<file path="config.mk">
export PLATFORM = sky130hd
export DESIGN_NAME = fmul_result_buf
export DESIGN_NICKNAME = d
export VERILOG_FILES = /design/src/rtl/fpu_pkg.sv /design/src/rtl/fpu_sync_fifo.sv /design/src/rtl/fmul_result_buf.sv
export SDC_FILE = /design/constraint.sdc
export NUM_CORES = 1
export LEC_CHECK = 0
export CAP_MARGIN = 25
export CORE_MARGIN = 2
export CORE_UTILIZATION = 40
export DETAILED_ROUTE_END_ITERATION = 16
export GPL_ROUTABILITY_DRIVEN = 0
export PLACE_DENSITY = 0.71
export SYNTH_ARGS = -nofsm -noshare
export SYNTH_HDL_FRONTEND = slang
export SYNTH_SLANG_ARGS = --single-unit
export TNS_END_PERCENT = 100
</file>
<file path="constraint.sdc">
create_clock -name clk -period 5 [get_ports clk]
set_clock_uncertainty 0.05 [all_clocks]
set_input_delay 0.75 -clock clk [delete_from_list [all_inputs] [get_ports clk]]
set_output_delay 0.75 -clock clk [all_outputs]
set_load 0.01 [all_outputs]
</file>
<file path="src/rtl/fpu_pkg.sv">
// rtl/fpu_pkg.sv - shared FPU result types and constants
package fpu_pkg;

    localparam int FPU_TAG_W = 5;

    localparam logic [31:0] FP_ZERO = 32'h0000_0000;

    typedef struct packed {
        logic [31:0]          y;
        logic                 ovf;
        logic                 unf;
        logic [FPU_TAG_W-1:0] rd;
    } fp_result_t;

endpackage

</file>
<file path="src/rtl/fpu_sync_fifo.sv">
// rtl/fpu_sync_fifo.sv - generic synchronous FIFO shared by the FPU result buffers
module fpu_sync_fifo #(
    parameter int  DEPTH = 4,
    parameter type T     = logic [7:0]
) (
    input  logic                     clk,
    input  logic                     rst,
    input  logic                     i_wr_valid,
    output logic                     o_wr_ready,
    input  T                         i_wr_data,
    output logic                     o_rd_valid,
    input  logic                     i_rd_ready,
    output T                         o_rd_data,
    output logic [$clog2(DEPTH):0]   o_count
);

    localparam int PTR_W = $clog2(DEPTH);
    localparam int CNT_W = PTR_W + 1;

    T                   r_mem [DEPTH];
    logic [PTR_W-1:0]   r_wr_ptr;
    logic [PTR_W-1:0]   r_rd_ptr;
    logic [CNT_W-1:0]   r_count;

    logic w_push;
    logic w_pop;

    // Ready/valid come only from the registered count, so no ready-to-ready path exists.
    assign o_wr_ready = (r_count != CNT_W'(DEPTH));
    assign o_rd_valid = (r_count != '0);
    assign w_push     = i_wr_valid && o_wr_ready;
    assign w_pop      = o_rd_valid && i_rd_ready;
    assign o_rd_data  = r_mem[r_rd_ptr];
    assign o_count    = r_count;

    always_ff @(posedge clk or posedge rst) begin
        if (rst) begin
            for (int i = 0; i < DEPTH; i++) begin
                r_mem[i] <= '0;
            end
            r_wr_ptr <= '0;
            r_rd_ptr <= '0;
            r_count  <= '0;
        end else begin
            if (w_push) begin
                r_mem[r_wr_ptr] <= i_wr_data;
                r_wr_ptr        <= r_wr_ptr + PTR_W'(1);
            end
            if (w_pop) begin
                r_rd_ptr <= r_rd_ptr + PTR_W'(1);
            end
            if (w_push && !w_pop) begin
                r_count <= r_count + CNT_W'(1);
            end else if (w_pop && !w_push) begin
                r_count <= r_count - CNT_W'(1);
            end
        end
    end

endmodule

</file>
<file path="src/rtl/fmul_result_buf.sv">
// rtl/fmul_result_buf.sv - fmul result FIFO with sticky overflow/underflow status
module fmul_result_buf
    import fpu_pkg::*;
#(
    parameter int DEPTH = 4,
    parameter int TAG_W = FPU_TAG_W
) (
    input  logic                   clk,
    input  logic                   rst,
    input  logic                   in_valid,
    output logic                   in_ready,
    input  logic [31:0]            in_y,
    input  logic                   in_ovf,
    input  logic                   in_unf,
    input  logic [TAG_W-1:0]       in_rd,
    output logic                   out_valid,
    input  logic                   out_ready,
    output logic [31:0]            out_y,
    output logic                   out_ovf,
    output logic                   out_unf,
    output logic [TAG_W-1:0]       out_rd,
    output logic                   flag_ovf,
    output logic                   flag_unf,
    input  logic                   flag_clr,
    output logic [$clog2(DEPTH):0] count
);

    fp_result_t w_in_res;
    fp_result_t w_out_res;
    logic       w_push;
    logic       r_flag_ovf;
    logic       r_flag_unf;

    assign w_in_res = '{y: in_y, ovf: in_ovf, unf: in_unf, rd: in_rd};

    fpu_sync_fifo #(
        .DEPTH (DEPTH),
        .T     (fp_result_t)
    ) u_fifo (
        .clk        (clk),
        .rst        (rst),
        .i_wr_valid (in_valid),
        .o_wr_ready (in_ready),
        .i_wr_data  (w_in_res),
        .o_rd_valid (out_valid),
        .i_rd_ready (out_ready),
        .o_rd_data  (w_out_res),
        .o_count    (count)
    );

    assign out_y   = w_out_res.y;
    assign out_ovf = w_out_res.ovf;
    assign out_unf = w_out_res.unf;
    assign out_rd  = w_out_res.rd;

    assign w_push = in_valid && in_ready;

    // A flag-setting push in the same cycle as a clear leaves the flag set.
    always_ff @(posedge clk or posedge rst) begin
        if (rst) begin
            r_flag_ovf <= 1'b0;
            r_flag_unf <= 1'b0;
        end else begin
            r_flag_ovf <= (r_flag_ovf && !flag_clr) || (w_push && in_ovf);
            r_flag_unf <= (r_flag_unf && !flag_clr) || (w_push && in_unf);
        end
    end

    assign flag_ovf = r_flag_ovf;
    assign flag_unf = r_flag_unf;

endmodule

</file>
Word-level counts from Yosys, hierarchy flattened
Index checks and enable logic that the tools add are counted.
{"block": "op_classes", "n_eq_ne": 1, "n_mux": 8, "reduce_logical": 16, "addsub": 4, "n_lt_le_gt_ge": 3, "bitwise": 2}
{"operator": "$bwmux W156", "count": 1}
{"operator": "$mux W39", "count": 3}
{"operator": "$bmux W39 S2", "count": 1}
{"operator": "$demux W39 S2", "count": 1}
{"operator": "$logic_and A1 B1 Y1", "count": 9}
{"operator": "$ge A3 B3 Y1 const B", "count": 2}
{"operator": "$mux W3", "count": 2}
{"operator": "$not A2 Y3", "count": 2}
{"operator": "$add A2 B1 Y2 const B", "count": 2}
{"operator": "$add A3 B1 Y3 const B", "count": 1}
{"operator": "$logic_not A1 Y1", "count": 3}
{"operator": "$lt A3 B1 Y1 const B", "count": 1}
{"operator": "$ne A3 B3 Y1 const B", "count": 1}
{"operator": "$reduce_bool A3 Y1", "count": 1}
{"operator": "$sub A3 B1 Y3 const B", "count": 1}
{"operator": "$logic_or A1 B1 Y1", "count": 2}
{"operator": "$reduce_bool A2 Y1", "count": 1}
{"block": "word_totals", "output_inout_bits": 46, "word_cells": 55, "regBits": 165, "inputBits": 44}

Logic depth before layout (Yosys ltp)
{"block": "logic_depth", "word_depth": 6, "depth_mapped": 9}

Hierarchy
Synthesis repeated with hierarchy kept, for this count alone.
{"block": "unflattened", "hier_cells": 422, "hier_area_um2": 7383.3}
{"mod": "fpu_sync_fifo", "cells_each": 413, "area_per_inst_um2": 7294.5, "n_inst": 1, "seq_area_each_um2": 4078.9}
{"mod": "fmul_result_buf", "cells_each": 9, "area_per_inst_um2": 88.8, "n_inst": 1, "seq_area_each_um2": 50.0}

Worst setup path after synthesis
OpenSTA, ideal clock, no wires.
{"block": "synth_path", "kind": "input -> register", "from": "input port in_valid", "to": "register u_fifo.r_count[2], in the netlist u_fifo.o_count[2]", "path_slack_ns": 2.826, "stages": 8, "setup_ns": 0.079, "arrival_ns": 2.045, "cell_sequence": "nor2b_1 clkbuf_1 ha_1 inv_1 fa_1 xor2_1 nor2_1 xor2_1"}
{"block": "synth_via", "elab_chain_len": 4}
{"item": "from (decl)", "line_no": "fmul_result_buf.sv:10", "source": "input logic in_valid,"}
{"item": "$logic_and A1 B1 Y1 (*)", "line_no": "fpu_sync_fifo.sv:31", "source": "assign w_push = i_wr_valid && o_wr_ready;"}
{"item": "via u_fifo.w_push", "line_no": "fpu_sync_fifo.sv:25", "source": "logic w_push;"}
{"item": "$logic_not A1 Y1", "line_no": "fpu_sync_fifo.sv:54", "source": "end else if (w_pop && !w_push) begin"}
{"item": "$logic_and A1 B1 Y1", "line_no": "fpu_sync_fifo.sv:54"}
{"item": "$reduce_bool A2 Y1 (no source line)"}
{"item": "to (signal assigned)", "line_no": "fpu_sync_fifo.sv:53", "source": "r_count <= r_count + CNT_W'(1);"}
{"item": "to (signal assigned)", "line_no": "fpu_sync_fifo.sv:55", "source": "r_count <= r_count - CNT_W'(1);"}
{"item": "to (decl)", "line_no": "fpu_sync_fifo.sv:23", "source": "logic [CNT_W-1:0] r_count;"}
The timed path passes the listed nets; every way through them passes the cells marked *.
A chain may end at the register's enable or synchronous reset.

Worst setup path after layout
{"block": "layout_path", "from": "register u_fifo.r_rd_ptr[1]", "to": "output port out_y[27]"}
{"block": "layout_via", "elab_chain_len": 4}
{"item": "from (decl)", "line_no": "fpu_sync_fifo.sv:22", "source": "logic [PTR_W-1:0] r_rd_ptr;"}
{"item": "from (signal assigned)", "line_no": "fpu_sync_fifo.sv:50", "source": "r_rd_ptr <= r_rd_ptr + PTR_W'(1);"}
{"item": "$not A2 Y3 (implied by the code)", "line_no": "fpu_sync_fifo.sv:33", "source": "assign o_rd_data = r_mem[r_rd_ptr];"}
{"item": "$bmux W39 S2", "line_no": "fpu_sync_fifo.sv:33"}
{"item": "$mux W39 (implied by the code) (2 in series)", "line_no": "fpu_sync_fifo.sv:33"}
{"item": "to (decl)", "line_no": "fmul_result_buf.sv:18", "source": "output logic [31:0] out_y,"}
Every way passes these cells. The select of a mux whose other input is x is not followed.

==> impl_metrics.ini <==
[sta]
whs_ns = 0.453
worstMarginPinSlew_ns = 0.923
rsz0062_at_grt = no
drv_slew = 0
setup_tns_ns = 0
period_share = 0.685
fin_crit_ns = 3.43
finalSetupViolations = 0
fmax_ghz = 0.292
hold_viol = 0
relSlewSlack = 0.384

[floorplanning]
core_region_area_sq_mm = 0.0178
rows = 49
fp.dieW_um = 138
chipHeight_um = 138
start_util = 0.405
die-area_sq_mm = 0.0191
ios = 90

[job]
drv_cap = 0

[setup_path]
criticalPathCategory = flip-flop to primary output
worst_path_max_delay_cell = dfrtp_2
critPathTopFamily = buffers and inverters
critPathBufInv = 2
r2r-end = u_fifo.o_count[1]$_DFFE_PP0P_
crit_chain = buf_4 > mux4_2 > clkdlybuf4s50_1
max_stage_delay_ns = 0.87
cp-end-kind = primary output
rr_startpoint = u_fifo.o_count[0]$_DFFE_PP0P_
ff2ff_path_depth = 6
worstSetupStartpointType = flip-flop
cp.required_ns = 4.20
crit_fanout = 23
r2r_slack_ns = 2.51
cp.arrival_ns = 2.63

[global_routing]
grt_pass1_vias = 4396
antenna_found_initial = 0
grt_start_max_net_pins = 72
grt_pass1_wl_um = 24300
grt-ovfl-total = 0
track_usage = 0.164

[placement]
post_dp_cell_area_sq_mm = 0.00832
io_buffers = 89
dp_cells = 723
post-dp-hpwl_um = 9580

[pwr]
ir_worst_vdd_mv = 0.285
p_leak_nw = 3.62
power_density_mw_per_mm2 = 745

[clock_tree]
path_clk_slew_ns = 0.06
cts.htree.levels = 4
cts.sinks = 165
cts_made_buffers = 17
cts_hold_buf = 0
worstSkewPairLatency_ns = 0.42
cts-resized-gates = 0
cts_tree = yes
cts_buffer_depth = 2
postCtsSetupBuffers = 0
root_buffer = clkbuf_16

[route]
wire_per_inst_um = 19.5
num_vias = 3923
drtPass1Iterations = 4
postRouteAntennaNets = 0
drt_wl_total_um = 14700
drc = 0
dr.first_iter.drc_count = 131
viasPerCell = 5.20

[worst_hold_path]
worstHoldPathCells = 1
hold_class = flip-flop to flip-flop
worstHoldStart = u_fifo.r_mem[102]$_DFFE_PP0P_
hold_end = u_fifo.r_mem[102]$_DFFE_PP0P_

[final_layout]
stdcell_count = 755
n_antenna_cell = 0
area_delta_synth_final_pct = 24.0
design_area_sq_mm = 0.00895
drive_above_1_share = 0.464
nets = 564
final_common_cell = dfrtp_1
mostFrequentLayoutCells = dfrtp_1 (163), mux2_2 (157), clkdlybuf4s50_1 (89)

[yosys]
ys_types = 19
ys_seq_area_frac = 0.572
synth_cells = 422
yosysWarnings = 0
synth_area_sq_mm = 0.00722
syn-num-nets = 472
synth.avg_cell_area_sq_um = 17.1
synth_seq_cells = 165

[run_status]
status = completed
==> cell families (layout without fill, tap and decap cells) <==
| group | count (synthesis) | in the layout | share of synthesized area |
|---|---|---|---|
| mux | 197 | 197 | 0.369 |
| fa+ha+maj | 6 | 6 | 0.0114 |
| buf+inv | 32 | 136 | 0.0279 |
| xor+xnor | 6 | 6 | 0.00728 |
| compound gates | 2 | 2 | 0.00243 |
| simple gates | 14 | 14 | 0.0102 |
| flops | 165 | 165 | 0.572 |
==> routing by layer <==
layer / vias up / global-route usage / routed length (um)
met1: 2107 / 0.211 / 6470
met2: 67 / 0.273 / 7630
li1: 1733 / - / -
met4: 0 / 0.0580 / 203
met5: - / 0 / 0
met3: 16 / 0.0374 / 427
==> synthesized netlist by cell type (all sizes together) <==
cell type  instances  area, sq um
xor2               2         17.5
fa                 1         20.0
buf               25          175
ha                 5         62.6
mux2             158         1780
nor3b              1         18.8
or3                1         6.26
inv                6         22.5
a22o               2         17.5
nor2b              1         6.26
mux4              39          878
nand3              1         5.00
nor2               5         18.8
xnor2              4         35.0
clkbuf             1         3.75
dfrtp            165         4130
nand2              5         18.8
==> sequential cells by signal, indices dropped and copies added (netlist names) <==
| name | cells |
|---|---|
| u_fifo.r_mem | 156 |
| flag_unf | 1 |
| u_fifo.o_count | 3 |
| flag_ovf | 1 |
| u_fifo.r_wr_ptr | 2 |
| u_fifo.r_rd_ptr | 2 |
==> stage by stage <==
step	util	total power [W]	setup slack [ns]
floorplan	-	0.00421	2.10
global placement	0.466	0.00525	1.86
detailed placement	0.466	0.00537	1.85
CTS	0.501	0.00675	1.46
global route	0.502	0.00705	1.40
finish	0.502	0.00667	1.57
==> where the power goes <==
part	internal [W]	total [W]	switching [W]
clock	0.000834	0.00136	0.000522
sequential	0.00202	0.00245	0.000431
combinational	0.00184	0.00286	0.00102
==> area by class of cell <==
type,count,area [sq um]
well taps,229,287
inverters,6,26.3
multi-input cells,225,2920
clock inverters,12,179
fillers,1465,8890
flip-flops and latches,165,4130
repair buffers,99,978
clock buffers,19,433
==> how the worst max path moves through the flow <==
stage                                         startpoint                       endpoint  cells after the start
after floorplan                                      rst             flag_ovf$_DFF_PP0_                      1
after detailed placement                        in_valid  u_fifo.o_count[2]$_DFFE_PP0P_                      8
final                     u_fifo.r_rd_ptr[1]$_DFFE_PP0P_                      out_y[27]                      3
after global placement                          in_valid  u_fifo.o_count[2]$_DFFE_PP0P_                      8
after CTS                 u_fifo.r_rd_ptr[1]$_DFFE_PP0P_                      out_y[27]                      3
after global routing      u_fifo.r_rd_ptr[1]$_DFFE_PP0P_                      out_y[27]                      3
Note: power is estimated with default switching activity, not from simulation.
